`src/rtl/tri_dispatch.sv`:
```
// tri_dispatch: walks a triangle ROM for one object per frame and hands each
// triangle to the rasterizer with a valid/ready handshake.
// Optional feature: define BACKFACE_CULL_EN to skip back-facing triangles
// (signed area <= 0) during fetch; the last triangle is always issued.
module tri_dispatch #(
  parameter int MAX_TRIS    = 256,
  parameter int ROM_LATENCY = 2,
  parameter int ADDR_W      = $clog2(MAX_TRIS)
) (
  input  logic                clk_in,
  input  logic                rst_in,
  input  logic                new_frame,
  input  logic [ADDR_W:0]     num_tris,
  output logic [ADDR_W-1:0]   tri_addr,
  input  logic [80:0]         tri_data,
  input  logic                ras_ready,
  output logic [2:0][8:0]     vert1,
  output logic [2:0][8:0]     vert2,
  output logic [2:0][8:0]     vert3,
  output logic                valid_tri,
  output logic                obj_done,
  output logic                busy,
  output logic                frame_done,
  output logic                overrun
);

  localparam int CNT_W = (ROM_LATENCY > 1) ? $clog2(ROM_LATENCY) : 1;
  localparam logic [ADDR_W:0] MAX_N = (ADDR_W+1)'(MAX_TRIS);

  typedef enum logic [2:0] {S_IDLE, S_FETCH, S_ISSUE, S_HOLD, S_DONE} state_t;

  state_t            r_state, w_next;
  logic [ADDR_W-1:0] r_idx;
  logic [ADDR_W:0]   r_nlat;
  logic [CNT_W-1:0]  r_cnt;
  logic              r_pend;

  logic              w_start, w_last, w_fetch_end, w_cull;
  logic [ADDR_W:0]   w_nclamp;

  assign w_start     = (r_state == S_IDLE) && (new_frame || r_pend);
  assign w_nclamp    = (num_tris > MAX_N) ? MAX_N : num_tris;
  assign w_last      = ({1'b0, r_idx} == (r_nlat - 1'b1));
  assign w_fetch_end = (r_state == S_FETCH) && (r_cnt == CNT_W'(ROM_LATENCY - 1));

`ifdef BACKFACE_CULL_EN
  // Coordinates are unsigned 9-bit; widen to 20-bit signed before differencing.
  logic signed [19:0] w_x1, w_y1, w_x2, w_y2, w_x3, w_y3, w_area;
  assign w_x1   = {11'd0, tri_data[80:72]};
  assign w_y1   = {11'd0, tri_data[71:63]};
  assign w_x2   = {11'd0, tri_data[53:45]};
  assign w_y2   = {11'd0, tri_data[44:36]};
  assign w_x3   = {11'd0, tri_data[26:18]};
  assign w_y3   = {11'd0, tri_data[17:9]};
  assign w_area = (w_x2 - w_x1) * (w_y3 - w_y1) - (w_x3 - w_x1) * (w_y2 - w_y1);
  // Never cull the last triangle so obj_done always reaches the rasterizer.
  assign w_cull = (w_area <= 20'sd0) && !w_last;
`else
  assign w_cull = 1'b0;
`endif

  assign tri_addr   = r_idx;
  assign busy       = (r_state == S_FETCH) || (r_state == S_ISSUE) || (r_state == S_HOLD);
  assign valid_tri  = (r_state == S_ISSUE) && ras_ready;
  assign obj_done   = valid_tri && w_last;
  assign frame_done = (r_state == S_DONE);
  assign overrun    = new_frame && r_pend && (busy || frame_done);

  // State register.
  always_ff @(posedge clk_in or posedge rst_in) begin
    if (rst_in) r_state <= S_IDLE;
    else        r_state <= w_next;
  end

  // Next-state logic; HOLD absorbs the rasterizer's one-cycle-late ready drop.
  always_comb begin
    w_next = r_state;
    case (r_state)
      S_IDLE:  if (w_start) w_next = (num_tris == '0) ? S_DONE : S_FETCH;
      S_FETCH: if (w_fetch_end) w_next = w_cull ? S_FETCH : S_ISSUE;
      S_ISSUE: if (ras_ready) w_next = S_HOLD;
      S_HOLD:  w_next = w_last ? S_DONE : S_FETCH;
      S_DONE:  w_next = S_IDLE;
      default: w_next = S_IDLE;
    endcase
  end

  // Frame counters, ROM wait counter and vertex capture.
  always_ff @(posedge clk_in or posedge rst_in) begin
    if (rst_in) begin
      r_idx  <= '0;
      r_nlat <= '0;
      r_cnt  <= '0;
      vert1  <= '0;
      vert2  <= '0;
      vert3  <= '0;
    end else begin
      case (r_state)
        S_IDLE: if (w_start) begin
          r_nlat <= w_nclamp;
          r_idx  <= '0;
          r_cnt  <= '0;
        end
        S_FETCH: if (w_fetch_end) begin
          r_cnt <= '0;
          if (w_cull) r_idx <= r_idx + 1'b1;
          else begin
            vert1 <= tri_data[80:54];
            vert2 <= tri_data[53:27];
            vert3 <= tri_data[26:0];
          end
        end else begin
          r_cnt <= r_cnt + 1'b1;
        end
        S_HOLD: if (!w_last) r_idx <= r_idx + 1'b1;
        default: ;
      endcase
    end
  end

  // One-deep frame queue; a start in IDLE consumes it, a coincident request re-queues.
  always_ff @(posedge clk_in or posedge rst_in) begin
    if (rst_in)                                         r_pend <= 1'b0;
    else if (w_start)                                   r_pend <= r_pend && new_frame;
    else if (new_frame && (busy || r_state == S_DONE)) r_pend <= 1'b1;
  end

endmodule

```
`config.mk`:
```
export PLATFORM = sky130hd
export DESIGN_NAME = tri_dispatch
export DESIGN_NICKNAME = d
export VERILOG_FILES = /design/src/rtl/tri_dispatch.sv
export SDC_FILE = /design/constraint.sdc
export NUM_CORES = 1
export LEC_CHECK = 0
export CAP_MARGIN = 10
export CORE_MARGIN = 4
export CORE_UTILIZATION = 43
export CTS_CLUSTER_DIAMETER = 80
export DETAILED_ROUTE_END_ITERATION = 16
export PLACE_DENSITY = 0.78
export SLEW_MARGIN = 20
export SYNTH_ARGS = -nofsm -noshare
export SYNTH_HDL_FRONTEND = slang
export SYNTH_SLANG_ARGS = --single-unit
```
`constraint.sdc`:
```
create_clock -name clk_in -period 3.6 [get_ports clk_in]
set_input_delay 0.54 -clock clk_in [delete_from_list [all_inputs] [get_ports clk_in]]
set_output_delay 0.54 -clock clk_in [all_outputs]
set_load 0.005 [all_outputs]
```
==> impl_metrics.yaml <==
status:
  status: "finished clean"
grt:
  grt_max_degree: 82
  antenna_found_initial: 0
  grt_pass1_wl_um: 18930
  grt_usage: 0.1877
  grt-ovfl-total: 0
  grt_pass1_vias: 3621
sta:
  finalHoldViolCount: 0
  period_minus_slack_ns: 3.286
  maxSlewHeadroom: 0.3153
  skew_ns: 0.01155
  clock.fmax_mhz: 304.3
  setup_viol: 0
  slew_viol_final: 0
  fin_tns_setup_ns: 0
  rsz0062_at_grt: "no"
  worst_pin_slew_ns: 1.027
  period_share: 0.9128
  fin_ws_ns: 0.3138
logic_synthesis:
  synth.net_count: 449
  ys_seq_area_frac: 0.5697
  synthFlopType: "dfrtp_1"
  yosys_warnings: 0
  ys_seq_elements: 103
  syn-cell-area_mm2: 0.004524
  ys_types: 49
  avgSynthCellArea_um2: 12.82
  ys_async_sr_fraction: 1.000
  synthCells: 353
  synth_edf_count: 0
clocking:
  clock_latency_ns: 0.35
  cts_made_buffers: 9
  cts_max_level: 3
  clk_pin_slew_worst_paths_ns: 0.10
  clock_sink_count: 103
  cts_hold_buf: 0
  clockRootBuffer: "clkbuf_8"
  cts_max_path_buffers: 2
  tritoncts: "built"
floorplan:
  die_w_um: 110.6
  start_util: 0.4402
  rows: 37
  dieArea_mm2: 0.01223
  core_mm2: 0.01028
  die_y_um: 110.6
  pin_count: 188
layout:
  nets: 628
  n_antenna_cell: 0
  final_cell_mix: "clkdlybuf4s50_1, dfrtp_1, mux2_2"
  layout_commonest_cell: "clkdlybuf4s50_1"
  drive_gt1_frac: 0.2086
  syn_to_final_growth_pct: 48.40
  nFillCells: 823
route:
  drt_iter0_drc: 102
  drc: 0
  wl_per_cell_um: 16.92
  vias: 3497
  drt-total-wl_um: 11390
  viasPerCell: 5.196
  first_pass_iters: 4
  drt.antenna.violating_nets: 0
critical_path:
  critical_path_arrival_ns: 2.75
  worstSetupPathType: "register to output pin"
  endpoint_kind: "output pin"
  worstPathRequired_ns: 3.06
  worstPathMaxFanout: 8
  crit_path_start_kind: "register"
place:
  routabilityCongestion: 0.8476
  dp_hpwl_um: 8591
  dp_slack_ns: 0.6772
  io_buffers: 187
power:
  ir_drop_uv: 449.9
  clkPwrFrac: 0.129
  p_comb_frac: 0.488
  p_leak_nw: 2.709
  cellInternalPower_mw: 3.716
  power_switching_mw: 1.751
  switching_share: 0.3203
  fin_total_pwr_mw: 5.467
  pwr-share-seq: 0.383
  powerDensity_mw_per_mm2: 814.3
job:
  max_cap_violations: 0
min_path:
  hold_path_class: "register to register"
routing by layer:
layer / global-route usage / up-vias / wire (µm)
met4: 0.07143 / 0 / 298
met1: 0.2193 / 1716 / 4438
met2: 0.3281 / 129 / 5918
li1: - / 1629 / -
met3: 0.05151 / 23 / 731
met5: 0 / - / 0
synth_stat cells (2+ instances only):
master,number,area share
dfrtp_1,103,0.57
mux2_2,82,0.20
nand2_1,21,0.017
clkbuf_1,12,0.010
o21ai_0,11,0.012
nor2_1,10,0.0083
nand2b_1,9,0.012
nand3_1,9,0.010
o211ai_1,9,0.015
buf_2,8,0.0088
nand4_1,8,0.011
inv_1,6,0.0050
nor3_1,6,0.0066
a21oi_1,5,0.0055
xnor2_1,5,0.0097
or3_1,4,0.0055
and2_1,3,0.0041
mux2i_1,3,0.0066
nor4_1,3,0.0041
xor2_1,3,0.0058
and3_1,2,0.0028
ha_1,2,0.0055
nor2b_1,2,0.0028
o31ai_1,2,0.0033
registers in the layout, summed over array words and instances, names as in the netlist:
name	cells
r_pend	1
tri_addr	8
vert3	27
r_nlat	9
r_cnt	1
vert1	27
r_state	3
vert2	27
stage by stage:
stage	cells	area (µm²)	hold slack, ns	util
floorplan	353	4524	0.4490	-
global placement	657	6506	0.4702	0.6331
detailed placement	657	6506	0.4782	0.6331
CTS	673	6709	0.4930	0.6528
global route	673	6714	0.5281	0.6533
finish	673	6714	0.4909	0.6533
timing repair:
item,4_1_cts,5_1_grt
gates resized for setup,0,1
setup endpoints to repair,0,1
hold endpoints to repair,0,0
buffers inserted,0,0
critical path, stage by stage (launching register included):
cell and delay [ns]:
dfrtp_1 0.46, inv_1 0.07, ha_1 0.29, o21ba_2 0.23, a221oi_1 0.29, a41oi_1 0.12
a211oi_2 0.23, and3_1 0.19, clkdlybuf4s50_1 0.50
logic make-up (layout without fill, tap and decap cells):
group,after synthesis,after routing,share of synthesized area
xor gates and xnor gates,8,8,0.01549
DFF,103,103,0.5697
AOI/OAI and AO/OA,41,41,0.06582
muxes,85,85,0.2107
and+or+nand+nor,86,86,0.1056
buffers and inverters,28,212,0.02710
adders and majority gates,2,2,0.005530
power by group through the flow:
stage	clock network, mW	registers (mW)	logic [mW]
4_1_cts	0.742	2.10	2.71
5_1_grt	0.793	2.17	2.89
3_3_place_gp	0	2.08	2.62
2_1_floorplan	0	2.09	1.34
6_report	0.706	2.09	2.67
3_5_place_dp	0	2.12	2.70
area by class of cell:
cell class	count	area [µm²]	area share
Sequential cell	103	2577	0.3839
Timing Repair Buffer	190	1907	0.2840
Multi-Input combinational cell	222	1832	0.2728
Tap cell	136	170.2	0.02534
Clock buffer	11	151.4	0.02255
Clock inverter	5	51.30	0.007641
Inverter	6	25.02	0.003727
final timing paths:
path	cells after the start	start	slack, ns	end
worst max register to register	9	r_nlat[0]	1.15	tri_addr[6]
worst min register to register	1	r_cnt	0.49	r_cnt
worst min-delay path	1	r_cnt	0.49	r_cnt
max in group asynchronous	3	rst_in	2.25	vert2[16]
min in group asynchronous	2	rst_in	0.63	vert3[12]
worst max-delay path	8	r_nlat[0]	0.31	obj_done
No activity file was read; power rests on OpenSTA's default activity.
